File: src/rtl/lsu_mem_port.sv
// lsu_mem_port: load/store unit between the execute stage and the data-memory
// port. One access in flight at a time; the core stalls on req_ready.
//
// Ports:
//   clk, rst_n            clock, asynchronous active-low reset
//   req_*                 core request (valid/ready handshake, accepted in IDLE)
//   rsp_*                 response to core (held until rsp_ready)
//   mem_*                 data-memory port (mem_ack completes an access)
//
// state | meaning
// IDLE  | ready for a new request
// BUSY  | memory access outstanding, waiting for mem_ack or timeout
// RESP  | response presented, waiting for rsp_ready
module lsu_mem_port #(
  parameter int XLEN    = 64,
  parameter int TIMEOUT = 255
) (
  input  logic                 clk,
  input  logic                 rst_n,
  input  logic                 req_valid,
  output logic                 req_ready,
  input  logic                 req_we,
  input  logic [1:0]           req_size,
  input  logic                 req_unsigned,
  input  logic [XLEN-1:0]      req_addr,
  input  logic [XLEN-1:0]      req_wdata,
  input  logic [4:0]           req_rd,
  output logic                 rsp_valid,
  input  logic                 rsp_ready,
  output logic [XLEN-1:0]      rsp_rdata,
  output logic [4:0]           rsp_rd,
  output logic                 rsp_wb,
  output logic                 rsp_err,
  output logic                 mem_valid,
  output logic                 mem_we,
  output logic [XLEN-1:0]      mem_addr,
  output logic [XLEN-1:0]      mem_wdata,
  output logic [XLEN/8-1:0]    mem_wmask,
  input  logic                 mem_ack,
  input  logic [XLEN-1:0]      mem_rdata
);

  localparam int BUS_BYTES = XLEN / 8;
  localparam int OFS_W     = $clog2(BUS_BYTES);
  localparam int TMR_W     = (TIMEOUT < 2) ? 1 : $clog2(TIMEOUT + 1);

  typedef enum logic [1:0] {IDLE, BUSY, RESP} state_t;

  state_t               state_q, state_d;
  logic [TMR_W-1:0]     timer_q, timer_d;
  logic [1:0]           size_q, size_d;
  logic [OFS_W-1:0]     ofs_q, ofs_d;
  logic                 uns_q, uns_d;
  logic                 mem_we_q, mem_we_d;
  logic [XLEN-1:0]      mem_addr_q, mem_addr_d;
  logic [XLEN-1:0]      mem_wdata_q, mem_wdata_d;
  logic [BUS_BYTES-1:0] mem_wmask_q, mem_wmask_d;
  logic [XLEN-1:0]      rsp_rdata_q, rsp_rdata_d;
  logic [4:0]           rsp_rd_q, rsp_rd_d;
  logic                 rsp_wb_q, rsp_wb_d;
  logic                 rsp_err_q, rsp_err_d;

  // Request decode, evaluated against the live request in IDLE.
  logic                 req_err;
  logic [15:0]          lane_bits;
  logic [BUS_BYTES-1:0] req_mask;
  logic [XLEN-1:0]      wdata_shift;
  logic [XLEN-1:0]      wdata_lane;

  always_comb begin
    req_err = 1'b0;
    case (req_size)
      2'd1:    req_err = req_addr[0];
      2'd2:    req_err = |req_addr[1:0];
      2'd3:    req_err = (|req_addr[2:0]) || (XLEN == 32);
      default: req_err = 1'b0;
    endcase
    lane_bits   = (16'd1 << (5'd1 << req_size)) - 16'd1;
    req_mask    = BUS_BYTES'(lane_bits) << req_addr[OFS_W-1:0];
    wdata_shift = req_wdata << {req_addr[OFS_W-1:0], 3'b000};
    wdata_lane  = '0;
    for (int i = 0; i < XLEN; i++) begin
      wdata_lane[i] = wdata_shift[i] & req_mask[i/8];
    end
  end

  // Load extraction from the latched lane offset and size. Size 3 is always
  // full width, so its unsigned flag makes no difference.
  logic [XLEN-1:0] rd_shift;
  logic [XLEN-1:0] load_ext;
  logic            load_sign;

  always_comb begin
    rd_shift = mem_rdata >> {ofs_q, 3'b000};
    case (size_q)
      2'd0:    load_sign = rd_shift[7];
      2'd1:    load_sign = rd_shift[15];
      2'd2:    load_sign = rd_shift[31];
      default: load_sign = rd_shift[XLEN-1];
    endcase
    load_ext = '0;
    for (int i = 0; i < XLEN; i++) begin
      if (i < (8 << size_q)) load_ext[i] = rd_shift[i];
      else                   load_ext[i] = load_sign & ~uns_q;
    end
  end

  always_comb begin
    state_d     = state_q;
    timer_d     = timer_q;
    size_d      = size_q;
    ofs_d       = ofs_q;
    uns_d       = uns_q;
    mem_we_d    = mem_we_q;
    mem_addr_d  = mem_addr_q;
    mem_wdata_d = mem_wdata_q;
    mem_wmask_d = mem_wmask_q;
    rsp_rdata_d = rsp_rdata_q;
    rsp_rd_d    = rsp_rd_q;
    rsp_wb_d    = rsp_wb_q;
    rsp_err_d   = rsp_err_q;

    case (state_q)
      IDLE: begin
        if (req_valid) begin
          size_d      = req_size;
          ofs_d       = req_addr[OFS_W-1:0];
          uns_d       = req_unsigned;
          rsp_rd_d    = req_rd;
          rsp_rdata_d = '0;
          rsp_wb_d    = 1'b0;
          timer_d     = '0;
          if (req_err) begin
            rsp_err_d = 1'b1;
            state_d   = RESP;
          end else begin
            rsp_err_d   = 1'b0;
            state_d     = BUSY;
            mem_we_d    = req_we;
            mem_addr_d  = {req_addr[XLEN-1:OFS_W], {OFS_W{1'b0}}};
            mem_wmask_d = req_we ? req_mask : '0;
            mem_wdata_d = req_we ? wdata_lane : '0;
          end
        end
      end
      BUSY: begin
        if (mem_ack) begin
          // An ack in the final timeout cycle still completes normally.
          state_d = RESP;
          if (!mem_we_q) begin
            rsp_rdata_d = load_ext;
            rsp_wb_d    = 1'b1;
          end
        end else begin
          timer_d = timer_q + 1'b1;
          if (TIMEOUT != 0 && timer_d == TMR_W'(TIMEOUT)) begin
            state_d   = RESP;
            rsp_err_d = 1'b1;
          end
        end
      end
      RESP: begin
        if (rsp_ready) state_d = IDLE;
      end
      default: state_d = IDLE;
    endcase
  end

  always_ff @(posedge clk or negedge rst_n) begin
    if (!rst_n) begin
      state_q     <= IDLE;
      timer_q     <= '0;
      size_q      <= '0;
      ofs_q       <= '0;
      uns_q       <= 1'b0;
      mem_we_q    <= 1'b0;
      mem_addr_q  <= '0;
      mem_wdata_q <= '0;
      mem_wmask_q <= '0;
      rsp_rdata_q <= '0;
      rsp_rd_q    <= '0;
      rsp_wb_q    <= 1'b0;
      rsp_err_q   <= 1'b0;
    end else begin
      state_q     <= state_d;
      timer_q     <= timer_d;
      size_q      <= size_d;
      ofs_q       <= ofs_d;
      uns_q       <= uns_d;
      mem_we_q    <= mem_we_d;
      mem_addr_q  <= mem_addr_d;
      mem_wdata_q <= mem_wdata_d;
      mem_wmask_q <= mem_wmask_d;
      rsp_rdata_q <= rsp_rdata_d;
      rsp_rd_q    <= rsp_rd_d;
      rsp_wb_q    <= rsp_wb_d;
      rsp_err_q   <= rsp_err_d;
    end
  end

  assign req_ready = (state_q == IDLE);
  assign mem_valid = (state_q == BUSY);
  assign rsp_valid = (state_q == RESP);
  assign mem_we    = mem_we_q;
  assign mem_addr  = mem_addr_q;
  assign mem_wdata = mem_wdata_q;
  assign mem_wmask = mem_wmask_q;
  assign rsp_rdata = rsp_rdata_q;
  assign rsp_rd    = rsp_rd_q;
  assign rsp_wb    = rsp_wb_q;
  assign rsp_err   = rsp_err_q;

endmodule

File: config.mk
export PLATFORM = sky130hd
export DESIGN_NAME = lsu_mem_port
export DESIGN_NICKNAME = d
export VERILOG_FILES = /design/src/rtl/lsu_mem_port.sv
export SDC_FILE = /design/constraint.sdc
export NUM_CORES = 1
export LEC_CHECK = 0
export BUFFER_PORTS_ARGS = -buffer_cell sky130_fd_sc_hd__buf_2
export CORE_AREA = 2 2 160 162
export CTS_CLUSTER_DIAMETER = 120
export DETAILED_ROUTE_END_ITERATION = 12
export DIE_AREA = 0 0 162 164
export PLACE_DENSITY = 0.77
export SYNTH_ARGS = -nofsm -noshare
export SYNTH_HDL_FRONTEND = slang
export SYNTH_SLANG_ARGS = --single-unit
File: constraint.sdc
create_clock -name clk -period 2.7 [get_ports clk]
set_input_delay 0.405 -clock clk [delete_from_list [all_inputs] [get_ports clk]]
set_output_delay 0.405 -clock clk [all_outputs]
set_load 0.01 [all_outputs]
==> summary.txt <==
Critical path
  – Critical Path AT: between 2 and 3 ns
  – Critical path launch point type: register
  – CP max FO: 31
  – Crit path capture type: register
  – R2r setup slk: between 0.15 and 0.2 ns
  – Worst Path Required: about 3.1 ns
  – Critical setup path kind: register to register

Cells and area
  – Finished Layout Cells: 1993
  – Final net count: about 1900
  – Fillers: roughly 2200
  – Final instance area: around 0.015 mm^2
  – # diodes: 0
  – Area Overhead vs Synth: 27.6%
  – Multi-input logic area: 0.00582 mm^2
  – Area taken by flip-flops and latches: 0.00553 mm^2
  – Share of post-route cells with drive strength above 1: 32.5%

Synthesis
  – Ys async rst share: 100%
  – Mapped cell area: 0.0118 mm^2
  – Synth Area in XOR/XNOR: 0%
  – Mapped Avg Cell Area: roughly 9.3 um^2
  – Register area share after synthesis: 46.9%
  – Ys flop type: dfrtp_1
  – Synth Area in Simple Gates: 15.4%
  – Post-synthesis compound-gate area fraction: 17.1%
  – Most common cell in the synthesized netlist: nand2_1
  – Area contributors post-synth: dfrtp_1 (47%), mux2i_1 (12%), nand2_1 (11%), o21ai_0 (5.3%), mux2_2 (4.1%)
  – Leading area contributor after synthesis: dfrtp_1
  – Seq cells post-synth: about 220
  – Number of synthesis warnings: 0
  – Post-synth EDFFs: 0
  – Mux share of post-synthesis cell area: 16.4%
  – Synth Area in Adders: less than 1%
  – Synth Instances: 1269
  – Synth cell count leaders: nand2_1 (332), dfrtp_1 (221), mux2i_1 (138)
  – Yosys top cell area share: a little under half
  – Yosys cell types: 53
  – Main combinational cell family by area after synthesis: compound AO/OA/AOI/OAI gates

Global routing
  – Initial antenna violation count: 6
  – Largest net degree at the start of global routing: between 90 and 100
  – GR Overflow Total: 0
  – First-pass GRT wire length: between 60000 and 70000 um
  – Vias in the first global route: 10964
  – Total track usage: 31.0%

Timing
  – Period utilization: 93.3%
  – Unrepaired setup endpoints after global routing: no
  – Final min period: approximately 2.5 ns
  – Setup tns final: 0 ns
  – Final number of setup-violating endpoints: 0
  – Fmax: ~400 MHz
  – Max-slew headroom: 23.8%
  – Final Skew: ~0.0092 ns
  – Final Max Slew Viols: 0
  – Worst Tran Pin Value: ~1.1 ns
  – Final hold viol count: 0

Min path
  – Hold Crit Class: input port to register

Routing
  – Drt drc: 0
  – 1st-iter DRT viols: 1051
  – Total number of vias: 11577
  – Pre-antenna DRT Iters: 5
  – Drt total wl: 43100 um
  – Wirelength per Cell: 21.6 um
  – Vias/cell: 5.81
  – Routed Antenna Nets: 0

CTS
  – Total CTS buffers: 25
  – Worst-path clk slew: 0.06 ns
  – Postcts setup bufs: 0
  – CTS H-Tree Depth: 1
  – Clock root cell: clkbuf_16
  – Clock sink count: 221
  – Worst skew pair latency: 0.53 ns
  – Clock Tree Buf Depth: 3
  – CTS tree: done

Place
  – Hpwl dp: between 30000 and 40000 um
  – IO buf count: ~410
  – Post-DP Area: 0.0142 mm^2
  – Cell total after placement: around 2000
  – RePlAce Congestion: 0.949

Run status
  – Outcome: completed

Power and ir drop
  – Max IR drop VDD: 0.000935 V
  – Leakage: 8.00 nW
  – Power Total: 14.2 mW
  – PwrDens: 942 mW/mm^2

Floorplan
  – Die W: 162 um
  – IO Pins: 417
  – Die Y: roughly 160 um
  – Die area: 0.0266 mm^2
  – Core ar.: 0.0248 mm^2
  – Initial Utilization: 47.5%
  – FP Rows: 58

Flow run
  – Max cap viols: 0
==> stage by stage <==
step	setup WS, ns	utilization, %	hold WS (ns)
2_1_floorplan	0.507	-	0.109
3_3_place_gp	0.292	57.4	0.452
3_5_place_dp	0.217	57.4	0.457
4_1_cts	0.204	60.6	0.0416
5_1_grt	0.0424	60.6	0.0499
6_report	0.182	60.6	0.0628
==> layout make-up <==
| class | instances | area share, % |
|---|---|---|
| clock inverter | 5 | 0.615 |
| sequential | 221 | 36.8 |
| inverter | 13 | 0.324 |
| multi-input combinational | 937 | 38.7 |
| clock buffer | 36 | 4.63 |
| timing repair buffer | 451 | 16.2 |
| tap | 330 | 2.74 |
==> timing repair <==
action,in CTS,in global routing
hold buffers,1,0
gates resized for setup,0,0
hold endpoints to repair,83,0
==> path summary, 6_finish.rpt <==
kind,cells after the start,end,startpoint
worst max-delay path,6,rsp_rdata[61],ofs_q[0]
worst min-delay path,3,mem_addr[51],req_addr[51]
worst max register to register,6,rsp_rdata[61],ofs_q[0]
worst min register to register,2,mem_addr[7],mem_addr[7]
max in group asynchronous,3,rsp_rdata[24],rst_n
min in group asynchronous,2,rsp_rdata[3],rst_n
==> layer usage <==
metal	up-vias	part of all wire (%)	GRT usage, %
met5	-	0.088	0
met4	6	4.7	13.5
met3	111	9.9	7.88
met2	658	49	53.5
met1	5571	37	36.9
li1	5231	-	-
==> worst max-delay path: stages (launching register included) <==
cell     delay (ns)
dfrtp_2        0.48
mux2_2         0.38
mux4_2         0.55
a22oi_1        0.32
a21oi_2        0.09
buf_4          0.24
a221o_1        0.30
==> kinds of logic after synthesis <==
kind of cell	Yosys count
buffers and inverters	113
flip-flops	221
AND/OR/NAND/NOR	438
AO/OA/AOI/OAI	310
multiplexers	184
other	1
adder cells (fa/ha/maj)	2
==> where the power goes <==
group	switching (mW)	total (mW)	internal, mW
Combinational	3.42	5.75	2.33
Clock	1.37	3.34	1.98
Sequential	0.753	5.08	4.33
Total	5.54	14.2	8.64
==> flip-flops by register name (all words and copies together), names as in the netlist <==
register / count
mem_addr: 61
mem_wdata: 64
mem_we: 1
mem_wmask: 8
ofs_q: 3
rsp_err: 1
rsp_rd: 5
rsp_rdata: 64
rsp_wb: 1
size_q: 2
state_q: 2
timer_q: 8
uns_q: 1
==> cell usage in the layout (no fill, tap or decap), types with 5 or more instances in the layout <==
| cell type | count |
|---|---|
| buf_2 | 411 |
| nand2_1 | 332 |
| dfrtp_1 | 219 |
| mux2i_1 | 138 |
| o21ai_0 | 126 |
| a21oi_1 | 53 |
| mux2_2 | 43 |
| a221o_1 | 42 |
| nor2_1 | 39 |
| buf_4 | 32 |
| nor2b_1 | 29 |
| clkbuf_16 | 25 |
| a211oi_1 | 17 |
| o211ai_1 | 12 |
| a22o_1 | 11 |
| inv_1 | 9 |
| o21ai_1 | 9 |
| nand3_1 | 9 |
| a32o_1 | 9 |
| o22ai_1 | 8 |
| clkbuf_1 | 8 |
| buf_12 | 6 |
| nor3_1 | 5 |
No activity file was read; power rests on OpenSTA's default activity.
